## config.mk

```make
export PLATFORM = sky130hd
export DESIGN_NAME = instr_fetch_unit
export DESIGN_NICKNAME = d
export VERILOG_FILES = /design/src/rtl/instr_fetch_unit.sv
export SDC_FILE = /design/constraint.sdc
export NUM_CORES = 1
export LEC_CHECK = 0
export BUFFER_PORTS_ARGS = -buffer_cell sky130_fd_sc_hd__buf_4
export CORE_MARGIN = 2
export CORE_UTILIZATION = 25
export DETAILED_ROUTE_END_ITERATION = 16
export PLACE_DENSITY = 0.57
export SLEW_MARGIN = 10
export SYNTH_ARGS = -nofsm -noshare
export SYNTH_HDL_FRONTEND = slang
export SYNTH_SLANG_ARGS = --single-unit
```

## constraint.sdc

```tcl
create_clock -name clk -period 2.5 [get_ports clk]
set_clock_uncertainty 0.2 [all_clocks]
set_input_delay 0.25 -clock clk [delete_from_list [all_inputs] [get_ports clk]]
set_output_delay 0.25 -clock clk [all_outputs]
set_load 0.05 [all_outputs]
```

## src/rtl/instr_fetch_unit.sv

```systemverilog
// Instruction fetch stage: owns the PC, reads the instruction ROM combinationally,
// and fills the IF/ID pipeline register. Handles decode stalls, branch/jump
// redirects and stops fetching on the ROM halt word.
module instr_fetch_unit #(
  parameter int          ADDR_W    = 5,
  parameter logic [31:0] RESET_PC  = 32'h0000_0000,
  parameter logic [31:0] HALT_WORD = 32'hFFFF_FFFF
) (
  input  logic              clk,
  input  logic              rst,
  output logic [ADDR_W-1:0] rom_addr,
  input  logic [31:0]       rom_instr,
  input  logic              stall,
  input  logic              redirect_valid,
  input  logic [31:0]       redirect_pc,
  output logic              if_valid,
  output logic [31:0]       if_pc,
  output logic [31:0]       if_instr,
  output logic              halted,
  output logic [31:0]       fetch_count
);

  localparam logic [31:0] NOP = 32'h0000_0013;

  typedef enum logic {
    RUN,
    HALTED
  } state_t;

  state_t      state, state_nxt;
  logic [31:0] pc, pc_nxt;
  logic        if_valid_nxt;
  logic [31:0] if_pc_nxt;
  logic [31:0] if_instr_nxt;
  logic [31:0] fetch_count_nxt;
  logic        out_of_range;
  logic [31:0] eff;

  // The ROM is word addressed; any PC bits above its depth are simply dropped here.
  assign rom_addr = pc[ADDR_W+1:2];

  // A PC beyond the ROM behaves as if it read the halt word.
  assign out_of_range = (pc[31:ADDR_W+2] != '0);
  assign eff          = out_of_range ? HALT_WORD : rom_instr;

  assign halted = (state == HALTED);

  // Next-state and IF/ID register update; priority is redirect > stall > normal fetch.
  always_comb begin
    // NOTE: every signal gets a hold default first, so no branch can leave one unassigned and infer a latch.
    state_nxt       = state;
    pc_nxt          = pc;
    if_valid_nxt    = if_valid;
    if_pc_nxt       = if_pc;
    if_instr_nxt    = if_instr;
    fetch_count_nxt = fetch_count;

    if (redirect_valid) begin
      // Flush: the word fetched this cycle is dropped and a bubble enters IF/ID.
      pc_nxt       = {redirect_pc[31:2], 2'b00};
      state_nxt    = RUN;
      if_valid_nxt = 1'b0;
    end else if (!stall) begin
      unique case (state)
        RUN: begin
          if (eff == HALT_WORD) begin
            // PC parks on the halt address; the halt word itself is never delivered.
            state_nxt    = HALTED;
            if_valid_nxt = 1'b0;
          end else begin
            if_instr_nxt    = eff;
            if_pc_nxt       = pc;
            if_valid_nxt    = 1'b1;
            pc_nxt          = pc + 32'd4;
            fetch_count_nxt = fetch_count + 32'd1;
          end
        end
        HALTED: begin
          if_valid_nxt = 1'b0;
        end
        default: begin
          state_nxt = RUN;
        end
      endcase
    end
  end

  // State register with synchronous reset.
  always_ff @(posedge clk) begin
    // NOTE: sequential state uses non-blocking assignments so all registers update from pre-edge values.
    if (rst) begin
      state       <= RUN;
      pc          <= RESET_PC;
      if_valid    <= 1'b0;
      if_pc       <= 32'h0000_0000;
      if_instr    <= NOP;
      fetch_count <= 32'h0000_0000;
    end else begin
      state       <= state_nxt;
      pc          <= pc_nxt;
      if_valid    <= if_valid_nxt;
      if_pc       <= if_pc_nxt;
      if_instr    <= if_instr_nxt;
      fetch_count <= fetch_count_nxt;
    end
  end

endmodule

```

==> flow_metrics.env, run 1 <==
export IMPL_endpoint_kind="register"
export IMPL_cp_arrival_ns=2.55
export IMPL_antenna_found_initial=0
export IMPL_io_buffers=166
export IMPL_setup_worst_path_end="fetch_count[11]$_SDFFE_PP0P_"
export IMPL_maxSlewViolCount=0
export IMPL_htree_levels=4
export IMPL_place_inst=969
export IMPL_netlist_instances=550
export IMPL_dp_slack_ns=0.06834
export IMPL_synthXorXnorAreaFrac_pct=0.3492
export IMPL_min_period_ns=2.406
export IMPL_top_layer_used="met4"
export IMPL_clkLatencyLatePin_ns=0.42
export IMPL_start_util_pct=25.61
export IMPL_drcViolationCount=0
export IMPL_vias=5017
export IMPL_nets=859
export IMPL_synthSimpleGateAreaFrac_pct=28.26
export IMPL_ir_drop_mv=0.4411
export IMPL_final_cells=1067
export IMPL_clk_pin_slew_ns=0.06
export IMPL_max_cap_viol_count=0
export IMPL_cp_slowest_stage_delay_ns=0.56
export IMPL_synth_edff_count=0
export IMPL_post_route_util_pct=40.58
export IMPL_area_delta_synth_final_pct=58.47
export IMPL_place_gp_congestion=0.7592
export IMPL_grt_use_total_pct=14.78
export IMPL_drive_gt1_share_pct=31.17
export IMPL_rows=51
export IMPL_ant_nets=0
export IMPL_synth_top_family_by_area="simple AND/OR/NAND/NOR gates"
export IMPL_finalHoldViolations=0
export IMPL_synth_area_sq_mm=0.005016
export IMPL_reg2reg_from="pc[26]$_SDFFE_PP0P_"
export IMPL_startpoint="rom_instr[24]"
export IMPL_synth_cell_types=48
export IMPL_power_share_sequential_pct=42.8
export IMPL_die_h_um=145.7
export IMPL_dr_wl_met2_um=7500
export IMPL_clockPowerShare_pct=49.2
export IMPL_cp_common_cell="buf_4"
export IMPL_async_reset_ff_share_pct=0
export IMPL_cp_max_fo=43
export IMPL_numCtsBuffers=17
export IMPL_r2r_end="fetch_count[8]$_SDFFE_PP0P_"
export IMPL_layout_common_cells="buf_4 (195), dfxtp_1 (121), nor3_1 (67)"
export IMPL_r2r_slack_ns=0.12
export IMPL_hold_path_class="primary input to register"
export IMPL_drt_vias_per_instance=4.702
export IMPL_worst_pin_slew_ns=0.8082
export IMPL_finalCritPeriodShare_pct=96.25
export IMPL_clockRootBuffer="clkbuf_16"
export IMPL_power_density_mw_per_mm2=608.7
export IMPL_grt_pass1_wl_um=25160
export IMPL_outcome="completed"
export IMPL_synthAdderAreaFrac_pct=0.4989
export IMPL_place_hpwl_um=10520
export IMPL_first_pass_iters=4
export IMPL_path_cells="dlygate4sd3_1 > buf_4 > nand4_1 > nor4_4 > buf_4 > a211o_2 > buf_12 > or4_1 > a21oi_2"
export IMPL_p_comb_share_pct=8.0
export IMPL_setup_viol=0
export IMPL_met1_length_um=6940
export IMPL_timing_final_ws_setup_ns=0.09377
export IMPL_clk_path_buf_depth=2
export IMPL_cts_sinks=126
export IMPL_yosysWarnings=0
export IMPL_yosysSeqAreaShare_pct=50.29
export IMPL_holdWs_ns=0.01490
export IMPL_synth_compound_area_share_pct=15.29
export IMPL_wirelength_um=15840
export IMPL_switching_share_pct=24.80
export IMPL_met3_length_um=791
export IMPL_die_x_um=145.7
export IMPL_maxSlewHeadroom_pct=46.01
export IMPL_intPower_w=0.003639
export IMPL_grt_pass1_vias=4811
export IMPL_ys_flop_type="dfxtp_1"
export IMPL_io_pins=171
export IMPL_overflow=0
export IMPL_muxShareOfSynthArea_pct=0.3991
export IMPL_avgRoutedWirePerCell_um=14.84
export IMPL_diodes=0
export IMPL_cts_tree="built"
export IMPL_cp_start_kind="primary input"
export IMPL_rsz0062_at_grt="true"
export IMPL_p_leak_nw=3.145
export IMPL_postSynthAreaPerCell_sq_um=9.120
export IMPL_fmax_mhz=415.6
export IMPL_final_common_cell="buf_4"
export IMPL_path_class="primary input to register"
export IMPL_reg2reg_depth=7
export IMPL_dieArea_sq_mm=0.02121
export IMPL_core_sq_mm=0.01959
export IMPL_ys_seq_elements=126
export IMPL_fin_tns_setup_ns=0
export IMPL_drt_iter0_markers=197
export IMPL_grt_start_max_net_pins=59
export IMPL_crit_required_ns=2.64
export IMPL_netSwitchingPower_w=0.001200
export IMPL_slowest_stage="dlygate4sd3_1"
==> cell families after synthesis <==
kind of cell,count (synthesis)
other cells,1
flops,126
buf+inv,54
mux,2
xor+xnor,2
simple gates,252
fa+ha+maj,2
compound gates,111
==> state kept, by name (all words and copies together) (netlist names) <==
register	count
if_pc	30
pc	30
halted	1
if_instr	32
if_valid	1
fetch_count	32
==> power groups by stage <==
stage / Combinational [W] / Clock, W / Sequential, W
2_1_floorplan: 0.000144 / 0 / 0.00212
3_3_place_gp: 0.000294 / 0 / 0.00211
3_5_place_dp: 0.000294 / 0 / 0.00211
4_1_cts: 0.000376 / 0.00245 / 0.00207
5_1_grt: 0.000415 / 0.00254 / 0.00208
6_report: 0.000387 / 0.00238 / 0.00207
==> through the flow <==
step	cell area [sq um]	total power, W
3_5_place_dp	6666	0.002407
3_3_place_gp	6666	0.002407
2_1_floorplan	5026	0.002263
5_1_grt	7949	0.005031
6_report	7949	0.004839
4_1_cts	7880	0.004893
==> cell usage after synthesis (2+ instances only) <==
| master | instances | area, sq um |
|---|---|---|
| a211oi_1 | 2 | 15.01 |
| a211oi_2 | 2 | 25.02 |
| a21oi_1 | 41 | 205.2 |
| a22o_1 | 22 | 192.7 |
| and2_1 | 29 | 181.4 |
| and3_1 | 3 | 18.77 |
| and4_1 | 2 | 17.52 |
| buf_2 | 11 | 55.05 |
| buf_4 | 7 | 52.55 |
| clkbuf_1 | 25 | 93.84 |
| dfxtp_1 | 126 | 2522 |
| ha_1 | 2 | 25.02 |
| inv_1 | 11 | 41.29 |
| mux2i_1 | 2 | 20.02 |
| nand2_1 | 26 | 97.59 |
| nand3_1 | 12 | 60.06 |
| nand4_1 | 19 | 118.9 |
| nand4b_1 | 4 | 35.03 |
| nand4bb_1 | 2 | 22.52 |
| nor2_1 | 43 | 161.4 |
| nor2b_1 | 2 | 12.51 |
| nor3_1 | 69 | 345.3 |
| nor3b_1 | 2 | 15.01 |
| nor4_2 | 8 | 100.1 |
| o21ai_0 | 8 | 40.04 |
| o21bai_1 | 4 | 30.03 |
| o31a_1 | 3 | 26.28 |
| o31ai_1 | 16 | 120.1 |
| o41ai_1 | 5 | 43.79 |
| or3_1 | 7 | 43.79 |
| or4_1 | 17 | 127.6 |
| or4b_1 | 2 | 20.02 |
==> critical path: cells and delay by family <==
family | cells | cell delay (ns)
compound gates | 2 | 0.50
buf+inv | 4 | 1.05
simple gates | 3 | 0.73
==> worst min path at each step <==
stage | startpoint | to | slack (ns) | cells after the start
floorplan | redirect_pc[10] | pc[10]$_SDFFE_PP0P_ | 0.18 | 1
global placement | if_pc[10]$_SDFFE_PP0P_ | if_pc[10]$_SDFFE_PP0P_ | 0.24 | 1
detailed placement | if_pc[14]$_SDFFE_PP0P_ | if_pc[14]$_SDFFE_PP0P_ | 0.25 | 1
CTS | rst | if_pc[5]$_SDFFE_PP0P_ | 0.0002 | 2
global route | rst | if_pc[6]$_SDFFE_PP0P_ | 0.01 | 2
finish | rst | if_pc[5]$_SDFFE_PP0P_ | 0.01 | 2
==> layout make-up <==
type / instances / area [sq um]
clock buffer: 18 / 429.2
clock inverter: 14 / 133.9
fill: 1963 / 11640
inverter: 11 / 41.29
multi-input combinational: 371 / 2330
sequential: 126 / 2529
tap: 265 / 331.6
timing repair buffer: 262 / 2155
==> repair_timing <==
action / 4_1_cts / 5_1_grt
endpoints found under the hold margin: 64 / 0
gates resized for setup: 0 / 9
hold buffers: 65 / 0
endpoints found under the setup margin: 0 / 60
buffers inserted: 0 / 1
==> layer usage <==
metal | global-route usage (%) | vias up
li1 | - | 2499
met1 | 18.14 | 2333
met2 | 23.60 | 148
met3 | 4.451 | 37
met4 | 7.353 | 0
met5 | 0 | -
Power figures use the tool's default switching activity.
==> inputs of run 2 (changes only) <==
==> constraint.sdc (replaced) <==
create_clock -name clk -period 3.1 [get_ports clk]
set_clock_uncertainty 0.2 [all_clocks]
set_input_delay 0.31 -clock clk [delete_from_list [all_inputs] [get_ports clk]]
set_output_delay 0.31 -clock clk [all_outputs]
set_load 0.05 [all_outputs]
==> flow_metrics.env, run 2 (synthesis results as in run 1) <==
export IMPL_outcome="completed"
export IMPL_die_x_um=145.7
export IMPL_cp_max_fo=88
export IMPL_core_sq_mm=0.01959
export IMPL_clk_path_buf_depth=2
export IMPL_timing_final_ws_setup_ns=0.4077
export IMPL_slowest_stage="nor4_2"
export IMPL_numCtsBuffers=17
export IMPL_fin_tns_setup_ns=0
export IMPL_clk_pin_slew_ns=0.06
export IMPL_endpoint_kind="register"
export IMPL_layout_common_cells="buf_4 (176), dfxtp_1 (126), nor3_1 (68)"
export IMPL_dieArea_sq_mm=0.02121
export IMPL_avgRoutedWirePerCell_um=14.98
export IMPL_io_pins=171
export IMPL_ir_drop_mv=0.3567
export IMPL_rsz0062_at_grt="false"
export IMPL_maxSlewViolCount=0
export IMPL_start_util_pct=25.61
export IMPL_fmax_mhz=371.4
export IMPL_overflow=0
export IMPL_r2r_slack_ns=0.52
export IMPL_min_period_ns=2.692
export IMPL_place_gp_congestion=0.7840
export IMPL_first_pass_iters=4
export IMPL_antenna_found_initial=0
export IMPL_finalHoldViolations=0
export IMPL_path_cells="dlygate4sd3_1 > buf_4 > nand4_1 > nor4_2 > a211o_2 > buf_12 > o21ai_0 > a21oi_1"
export IMPL_cts_tree="built"
export IMPL_nets=834
export IMPL_rows=51
export IMPL_final_common_cell="buf_4"
export IMPL_crit_family="buffers and inverters"
export IMPL_area_delta_synth_final_pct=53.43
export IMPL_cp_arrival_ns=2.83
export IMPL_holdWs_ns=0.04318
export IMPL_place_hpwl_um=10210
export IMPL_maxSlewHeadroom_pct=47.57
export IMPL_crit_required_ns=3.23
export IMPL_hold_path_class="primary input to register"
export IMPL_grt_pass1_wl_um=25300
export IMPL_grt_use_total_pct=14.77
export IMPL_cp_start_kind="primary input"
export IMPL_io_buffers=166
export IMPL_cp_slowest_stage_delay_ns=0.71
export IMPL_postCtsHoldBufs=59
export IMPL_drt_iter0_markers=223
export IMPL_vias=4921
export IMPL_ant_nets=0
export IMPL_path_class="primary input to register"
export IMPL_wirelength_um=15610
export IMPL_setup_viol=0
export IMPL_grt_start_max_net_pins=89
export IMPL_cts_setup_buffers=0
export IMPL_p_leak_nw=2.988
export IMPL_cts_resized=0
export IMPL_drt_vias_per_instance=4.723
export IMPL_die_h_um=145.7
export IMPL_diodes=0
export IMPL_drive_gt1_share_pct=28.96
export IMPL_htree_levels=4
export IMPL_grt_pass1_vias=4822
export IMPL_finalCritPeriodShare_pct=86.85
export IMPL_power_density_mw_per_mm2=508.6
export IMPL_max_cap_viol_count=0
export IMPL_cts_sinks=126
export IMPL_crit_buf_inv=3
export IMPL_dp_slack_ns=0.5106
export IMPL_drcViolationCount=0
export IMPL_clkLatencyLatePin_ns=0.41
export IMPL_largestRegisters="fetch_count (32), if_instr (32)"
export IMPL_worst_pin_slew_ns=0.7849
export IMPL_clockRootBuffer="clkbuf_16"
==> run 2: stage by stage <==
stage | total power, W | area, sq um | cells | utilization (%)
after global routing | 0.004073 | 7696 | 1042 | 39.29
final | 0.003914 | 7696 | 1042 | 39.29
after CTS | 0.003975 | 7696 | 1042 | 39.29
after global placement | 0.001931 | 6525 | 951 | 33.31
after detailed placement | 0.001930 | 6525 | 951 | 33.31
after floorplan | 0.001825 | 5020 | 551 | -
==> run 2: layout make-up <==
cell class / count / area (sq um)
tap: 265 / 331.6
clock inverter: 13 / 127.6
timing repair buffer: 237 / 1952
sequential: 126 / 2522
fill: 1962 / 11890
multi-input combinational: 371 / 2268
inverter: 11 / 41.29
clock buffer: 19 / 452.9
==> run 2: power breakdown <==
group	switching (W)	internal [W]
clock network	0.000795	0.00116
registers	0.0000222	0.00165
logic	0.000137	0.000151
==> run 2: tightest hold or removal path: cells and delay by family <==
kind,cells,cell delay (ns)
buffers and inverters,2,0.15
AOI/OAI and AO/OA,2,0.15
==> run 2: layer usage <==
layer | part of all wire [%] | up-vias | track usage [%]
li1 | - | 2461 | -
met5 | 0 | - | 0
met1 | 44 | 2282 | 18.35
met4 | 3.3 | 0 | 6.961
met2 | 47 | 147 | 23.36
met3 | 5.5 | 31 | 4.608
==> run 2: worst paths after layout <==
path                         start                      endpoint  depth (start not counted)
min                 redirect_pc[4]            pc[4]$_SDFFE_PP0P_                          4
max                  rom_instr[10]  fetch_count[15]$_SDFFE_PP0P_                          8
min reg2reg  if_pc[3]$_SDFFE_PP0P_         if_pc[3]$_SDFFE_PP0P_                          2
max reg2reg    pc[18]$_SDFFE_PP0P_  fetch_count[21]$_SDFFE_PP0P_                          6
